--- src/rtl/truth_table_scanner_if.sv ---
// Host/datapath bundle for truth_table_scanner.
// slave = scanner side, master = host plus datapath side.
interface truth_table_scanner_if;
    logic         start;
    logic         abort;
    logic         busy;
    logic [6:0]   x_out;
    logic         f_in;
    logic [127:0] tt;
    logic [7:0]   ones_cnt;
    logic         tt_valid;
    logic         tt_ready;

    modport slave (
        input  start, abort, f_in, tt_ready,
        output busy, x_out, tt, ones_cnt, tt_valid
    );

    modport master (
        output start, abort, f_in, tt_ready,
        input  busy, x_out, tt, ones_cnt, tt_valid
    );
endinterface

--- src/rtl/truth_table_scanner.sv ---
// Drives all minterms into a 7-input datapath and assembles its truth table.
// LAT = register stages between x_out and f_in.
module truth_table_scanner #(
    parameter int LAT  = 0,
    parameter int N_IN = 7
) (
    input logic              clk,
    input logic              rst_n,
    truth_table_scanner_if.slave bus
);
    localparam int TW = 1 << N_IN;

    typedef enum logic [1:0] {IDLE, SCAN, DRAIN, HOLD} state_e;

    state_e          state_q, state_d;
    logic [N_IN-1:0] x_q, x_d;
    logic [TW-1:0]   tt_q, tt_d;
    logic [7:0]      ones_q, ones_d;
    logic            issue;
    logic            cap_vld;
    logic [N_IN-1:0] cap_idx;
    logic            kill;

    assign issue = (state_q == SCAN);
    assign kill  = bus.abort && (state_q != IDLE);

    // Valid tag travels alongside each minterm for LAT cycles
    if (LAT == 0) begin : g_comb
        assign cap_vld = issue;
        assign cap_idx = x_q;
    end else begin : g_pipe
        logic [LAT-1:0]  vld_q, vld_d;
        logic [N_IN-1:0] idx_q [LAT];
        logic [N_IN-1:0] idx_d [LAT];

        always_comb begin
            vld_d    = '0;
            vld_d[0] = issue && !kill;
            idx_d[0] = x_q;
            for (int i = 1; i < LAT; i++) begin
                vld_d[i] = vld_q[i-1] && !kill;
                idx_d[i] = idx_q[i-1];
            end
        end

        always_ff @(posedge clk or negedge rst_n) begin
            if (!rst_n) begin
                vld_q <= '0;
                for (int i = 0; i < LAT; i++) idx_q[i] <= '0;
            end else begin
                vld_q <= vld_d;
                for (int i = 0; i < LAT; i++) idx_q[i] <= idx_d[i];
            end
        end

        assign cap_vld = vld_q[LAT-1];
        assign cap_idx = idx_q[LAT-1];
    end

    always_comb begin
        state_d = state_q;
        x_d     = x_q;
        tt_d    = tt_q;
        ones_d  = ones_q;
        if (cap_vld) begin
            tt_d[cap_idx] = bus.f_in;
            ones_d        = ones_q + 8'(bus.f_in);
        end
        unique case (state_q)
            IDLE: begin
                if (bus.start) begin
                    state_d = SCAN;
                    x_d     = '0;
                    tt_d    = '0;
                    ones_d  = '0;
                end
            end
            SCAN: begin
                if (x_q == '1) state_d = (LAT > 0) ? DRAIN : HOLD;
                else           x_d = x_q + 1'b1;
            end
            DRAIN: begin
                if (cap_vld && cap_idx == '1) state_d = HOLD;
            end
            HOLD: begin
                if (bus.tt_ready) begin
                    state_d = IDLE;
                    x_d     = '0;
                end
            end
            default: state_d = IDLE;
        endcase
        if (kill) begin
            state_d = IDLE;
            x_d     = '0;
        end
    end

    always_ff @(posedge clk or negedge rst_n) begin
        if (!rst_n) begin
            state_q <= IDLE;
            x_q     <= '0;
            tt_q    <= '0;
            ones_q  <= '0;
        end else begin
            state_q <= state_d;
            x_q     <= x_d;
            tt_q    <= tt_d;
            ones_q  <= ones_d;
        end
    end

    assign bus.busy     = (state_q == SCAN) || (state_q == DRAIN);
    assign bus.tt_valid = (state_q == HOLD);
    assign bus.x_out    = x_q;
    assign bus.tt       = tt_q;
    assign bus.ones_cnt = ones_q;
endmodule
--- src/flat_wrapper.sv ---
// flat-port wrapper written by rule: the top's interface ports become plain ports
module truth_table_scanner_flat 
#(
    parameter int LAT  = 0,
    parameter int N_IN = 7
)
  (clk, rst_n, bus_start, bus_abort, bus_f_in, bus_tt_ready, bus_busy, bus_x_out, bus_tt, bus_ones_cnt, bus_tt_valid);
  truth_table_scanner_if bus_i ();
  input logic clk;
  input logic rst_n;
  input wire logic [$bits(bus_i.start)-1:0] bus_start;
  input wire logic [$bits(bus_i.abort)-1:0] bus_abort;
  input wire logic [$bits(bus_i.f_in)-1:0] bus_f_in;
  input wire logic [$bits(bus_i.tt_ready)-1:0] bus_tt_ready;
  output wire logic [$bits(bus_i.busy)-1:0] bus_busy;
  output wire logic [$bits(bus_i.x_out)-1:0] bus_x_out;
  output wire logic [$bits(bus_i.tt)-1:0] bus_tt;
  output wire logic [$bits(bus_i.ones_cnt)-1:0] bus_ones_cnt;
  output wire logic [$bits(bus_i.tt_valid)-1:0] bus_tt_valid;
  assign bus_i.start = bus_start;
  assign bus_i.abort = bus_abort;
  assign bus_i.f_in = bus_f_in;
  assign bus_i.tt_ready = bus_tt_ready;
  assign bus_busy = bus_i.busy;
  assign bus_x_out = bus_i.x_out;
  assign bus_tt = bus_i.tt;
  assign bus_ones_cnt = bus_i.ones_cnt;
  assign bus_tt_valid = bus_i.tt_valid;
  truth_table_scanner #(.LAT(LAT), .N_IN(N_IN)) u_core (.clk(clk), .rst_n(rst_n), .bus(bus_i));
endmodule
--- config.mk ---
export PLATFORM = sky130hd
export DESIGN_NAME = truth_table_scanner_flat
export DESIGN_NICKNAME = d
export VERILOG_FILES = /design/src/rtl/truth_table_scanner_if.sv /design/src/rtl/truth_table_scanner.sv /design/src/flat_wrapper.sv
export SDC_FILE = /design/constraint.sdc
export NUM_CORES = 1
export LEC_CHECK = 0
export ABC_AREA = 1
export BUFFER_PORTS_ARGS = -buffer_cell sky130_fd_sc_hd__clkbuf_2
export CAP_MARGIN = 5
export CORE_MARGIN = 2
export CORE_UTILIZATION = 54
export DETAILED_ROUTE_END_ITERATION = 6
export GPL_ROUTABILITY_DRIVEN = 0
export PLACE_DENSITY_LB_ADDON = 0.1
export SYNTH_ARGS = -nofsm -noshare
export SYNTH_HDL_FRONTEND = slang
export SYNTH_SLANG_ARGS = --single-unit
--- constraint.sdc ---
create_clock -name clk -period 2.25 [get_ports clk]
set_clock_uncertainty 0.2 [all_clocks]
set_input_delay 0.675 -clock clk [delete_from_list [all_inputs] [get_ports clk]]
set_output_delay 0.675 -clock clk [all_outputs]
set_load 0.1 [all_outputs]
# After elaboration in Yosys (flattened, before gate mapping)
# Cells that the tools add are included.
# Widths: inputs -> output; s select.
[word_totals] wordCells=46 regBits=145
[classes] n_reduce_logical=9 muxes=20 n_lt_le_gt_ge=2 n_addsub=2 eq_ne=9
[ops] cell="$mux 128" count=3
[ops] cell="$bwmux 128" count=1
[ops] cell="$mux 7" count=4
[ops] cell="$mux 8" count=3
[ops] cell="$pmux 7 s3" count=1
[ops] cell="$mux 2" count=5
[ops] cell="$add 8x1->8" count=1
[ops] cell="$lt 7x8->1 const B" count=1
[ops] cell="$pmux 2 s4" count=1
[ops] cell="$reduce_and 4->1" count=2
[ops] cell="$add 7x1->7 const B" count=1
[ops] cell="$demux 1 s7" count=1
[ops] cell="$eq 7x7->1 const B" count=1
[ops] cell="$ge 7x1->1 const B" count=1
[ops] cell="$ne 3x2->1 const B" count=2
[ops] cell="$ne 3x3->1 const B" count=2
[ops] cell="$eq 2x2->1 const B" count=2
[ops] cell="$reduce_bool 4->1" count=1
[ops] cell="$logic_and 1x1->1" count=3
[ops] cell="$ne 3x1->1 const B" count=1
[ops] cell="$eq 2x1->1 const B" count=1
[ops] cell="$logic_not 2->1" count=1
[ops] cell="$reduce_bool 2->1" count=1
[ops] cell="$logic_or 1x1->1" count=1
[ops] cell="$mux 1" count=1

# Logic depth before layout (Yosys ltp)
[logic_depth] ltp_word=8 ltp_mapped=10 mapped_depth_nobuf=10

# Least setup slack after synthesis
# OpenSTA, ideal clock, no wires.
[synth_timing] path_kind="register -> register" from="register u_core.x_q[3], in the netlist u_core.bus.x_out[3]" to="register u_core.tt_q[58], in the netlist u_core.bus.tt[58]" path_slack_ns=-0.175 setup_time_ns=0.136 arrival_time_ns=2.089 n_path_buf=0 stages_incl_launch_ff=6 path_cell_list="dfrtp_1 > nand2_1 > nor2_2 > inv_1 > nor3_1 > nor3_1"
[synth_between] elab_chain_len=8 word_cells_on_any_way=9 cone_classes="order compare: 2; mux: 6; reduce/logical: 1"
[synth_rtl] item="start, declared" line_no="truth_table_scanner.sv:16" rtl="logic [N_IN-1:0] x_q, x_d;"
[synth_rtl] item="start signal, assigned" line_no="truth_table_scanner.sv:102" rtl="x_q <= '0;"
[synth_rtl] item="start signal, assigned" line_no="truth_table_scanner.sv:107" rtl="x_q <= x_d;"
[synth_rtl] item="$lt 7x8->1 (implied by the code) / $ge 7x1->1 (equally long branches)" line_no="truth_table_scanner.sv:66" rtl="tt_d[cap_idx] = bus.f_in;"
[synth_rtl] item="$logic_and 1x1->1 (implied by the code)" line_no="truth_table_scanner.sv:66"
[synth_rtl] item="$mux 1 (implied by the code)" line_no="truth_table_scanner.sv:66"
[synth_rtl] item="$demux 1 s7 (*)"
[synth_rtl] item="$bwmux 128 (*)" line_no="truth_table_scanner.sv:66"
[synth_rtl] item="$mux 128 (*)" line_no="truth_table_scanner.sv:65" rtl="if (cap_vld) begin"
[synth_rtl] item="$mux 128" line_no="truth_table_scanner.sv:71" rtl="if (bus.start) begin"
[synth_rtl] item="$mux 128 (*)" line_no="truth_table_scanner.sv:69" rtl="unique case (state_q)"
[synth_rtl] item="via u_core.tt_d[58]" line_no="truth_table_scanner.sv:17" rtl="logic [TW-1:0] tt_q, tt_d;"
[synth_rtl] item="end signal, assigned" line_no="truth_table_scanner.sv:108" rtl="tt_q <= tt_d;"
[synth_rtl] item="end, declared" line_no="truth_table_scanner.sv:17"
# The timed path passes the listed nets; every way through them passes the cells marked *.
# A chain may end at the register's enable or synchronous reset.

# Worst setup path in the final report
[layout_timing] from="register u_core.state_q[0]" to="output bus_busy"
[layout_between] elab_chain_len=2 word_cells_on_any_way=3 cone_classes="eq/ne: 2; reduce/logical: 1"
[layout_rtl] item="start, declared" line_no="truth_table_scanner.sv:15" rtl="state_e state_q, state_d;"
[layout_rtl] item="start signal, assigned" line_no="truth_table_scanner.sv:106" rtl="state_q <= state_d;"
[layout_rtl] item="$eq 2x1->1 / $eq 2x2->1 (equally long branches)" line_no="truth_table_scanner.sv:113" rtl="assign bus.busy = (state_q == SCAN) || (state_q == DRAIN);"
[layout_rtl] item="$logic_or 1x1->1 (*)" line_no="truth_table_scanner.sv:113"
[layout_rtl] item="end, declared" line_no="flat_wrapper.sv:15" rtl="output wire logic [$bits(bus_i.busy)-1:0] bus_busy;"
# Mark *: on every way between the ends. The rest lies on a longest branch, timed or not.

==> results.toml <==
[floorplanning]
die_w_um = 115
row_count = 40
die_height_um = 115
initial_core_util_pct = 55.5
boundaryPins = 151
dieArea_um2 = 13300
core_area_um2 = 12000

[power_and_ir_drop]
p_total_w = 0.00783
p_leak_nw = 3.86
ir_worst_vdd_mv = 0.632
pwr_density_cell_nw_per_um2 = 931

[drt]
vias_per_cell = 6.08
wirelength_mm = 21.4
vias = 6595
postRouteAntennaNets = 0
drc = 0
wl_per_cell_um = 19.7
drt_iter0_drc = 717
dr.pass1.iters = 5

[timing]
worst_pin_slew_ns = 0.750
fin_crit_ns = 2.22
rsz0062_at_grt = "yes"
period_share_pct = 98.7
finalMaxSlewViolations = 0
finalSetupViolations = 0
max_clock_freq_mhz = 450
holdWs_ns = 0.366
hold_viol = 0
slew_headroom_pct = 49.9

[global_route]
grt_pass1_wl_mm = 33.8
met2_usage_pct = 50.9
track_usage_pct = 33.4
grt_max_degree = 129
grt_use_met3_pct = 8.70
grt_pass1_vias = 6346
grtUsageMet1_pct = 45.7
grt.busiest_layer = "met2"
antenna_found_initial = 0
gr-total-overflow = 0

[synthesis]
synth_area_um2 = 6670
synth_flop_cell = "dfrtp_1"
yosys_warnings = 0
synth-async-reset-ratio_pct = 100
seq_area_frac_synth_pct = 54.4
syn_inst = 765
avgSynthCellArea_um2 = 8.72
synth-seq-cells = 145
synth_fp_nets = 778
synth-edff-count = 0
synth_top_area_share_pct = 54.4
yosys.area.top_type = "dfrtp_1"
synth.distinct_cells = 20
yosys-top-cells-area = "dfrtp_1, nor3_1, a21oi_1"

[critical_path]
timing.rr.start = "u_core.state_q[1]$_DFFE_PN0P_"
required_ns = 1.37
criticalPathCategory = "flop to primary output"
crit_fanout = 3
crit_start = "u_core.state_q[0]$_DFFE_PN0P_"
critPathArrivalTime_ns = 1.35
critPathLaunchType = "flop"
end_kind = "primary output"

[finish]
fin_util_pct = 70.0
nNetsFinal = 938
diodes = 0
area_growth_pct = 26.0
final_cell_mix = "nor3_1, clkbuf_2, dfrtp_1"
drive_gt1_share_pct = 27.3
layout_commonest_cell = "nor3_1"

[clock_tree]
h-tree-depth = 4
clkLatencyLatePin_ns = 0.43
path_clk_slew_ns = 0.06
clock_sinks = 145
cts_tree = "built"
ctsRootBufferMaster = "clkbuf_16"
cts_inserted_buffers = 17
cts_buffer_depth = 2

[hold_path]
worstHoldStart = "u_core.bus.tt[48]$_DFF_PN0_"
hold_path.class = "flop to flop"

[placement]
dp_hpwl_mm = 13.6
io_buffer_count = 150

[outcome]
outcome = "finished clean"

[job]
maxCapViolations = 0
[logic make-up (layout without fill, tap and decap cells)]
kind of cell	Yosys count	in the layout	share of synthesized area (%)
AO/OA/AOI/OAI	142	142	10.7
adder cells (fa/ha/maj)	7	7	1.31
buffers and inverters	99	271	6.26
flip-flops	145	145	54.4
AND/OR/NAND/NOR	372	372	27.4
[repair_timing]
action,CTS,global route
hold endpoints to repair,38,0
setup buffers,0,1
gates cloned,0,0
resized for setup,3,9
hold buffers,1,0
endpoints found under the setup margin,2,42
[synthesized netlist by cell type, types with 6 or more instances]
library cell	count
o21ai_0	10
ha_1	7
nand4_1	6
nor2_1	27
inv_1	48
nor3_1	259
nand3_1	11
dfrtp_1	145
buf_2	16
nor2_2	16
nand2_1	46
a21oi_1	132
clkbuf_1	25
[stage by stage]
step / cell area [µm²] / setup WS (ns) / std cells / TNS (ns)
global route: 8410 / -0.0190 / 1084 / -0.0190
global placement: 7780 / 0.210 / 1051 / 0
detailed placement: 7780 / 0.166 / 1051 / 0
floorplan: 6680 / 0.0475 / 765 / 0
finish: 8410 / 0.0288 / 1084 / 0
CTS: 8390 / 0.00381 / 1083 / 0
[state kept, by name, indices dropped and copies added (netlist names)]
name	cells
u_core.bus.ones_cnt	8
u_core.bus.tt	128
u_core.bus.x_out	7
u_core.state_q	2
[power by group]
part / total [W] / leakage (nW) / internal (W) / switching, W
combinational: 0.00223 / 1.56 / 0.000529 / 0.00171
clock: 0.00281 / 0.290 / 0.00173 / 0.00108
sequential: 0.00279 / 2.00 / 0.00270 / 0.0000878
[worst max-delay path: stages (launching register included)]
cell and delay, ns:
dfrtp_1 0.39, inv_2 0.08, ha_4 0.28, buf_12 0.17
[layer usage]
| metal | vias to the layer above | wire length, µm | share of wire [%] |
|---|---|---|---|
| met2 | 372 | 10200 | 48 |
| met3 | 53 | 1790 | 8.4 |
| met1 | 3167 | 8870 | 41 |
| li1 | 3003 | - | - |
| met5 | - | 0 | 0 |
| met4 | 0 | 503 | 2.4 |
[final cells by class]
cell class	instances	area (µm²)
Multi-Input combinational cell	521	2640
Timing Repair Buffer	188	1150
Fill cell	1001	3610
Tap cell	147	184
Clock inverter	10	109
Clock buffer	21	480
Sequential cell	145	3640
Inverter	52	201
[final timing paths]
path	slack, ns	cells past startpoint	endpoint
max in group asynchronous	0.71	3	u_core.bus.tt[58]$_DFF_PN0_
min in group asynchronous	0.54	2	u_core.bus.ones_cnt[4]$_DFF_PN0_
hold reg to reg	0.37	2	u_core.bus.tt[48]$_DFF_PN0_
setup reg to reg	0.10	7	u_core.bus.tt[66]$_DFF_PN0_
hold / removal	0.37	2	u_core.bus.tt[48]$_DFF_PN0_
setup / recovery	0.03	3	bus_busy
(Power assumes the default switching activity.)
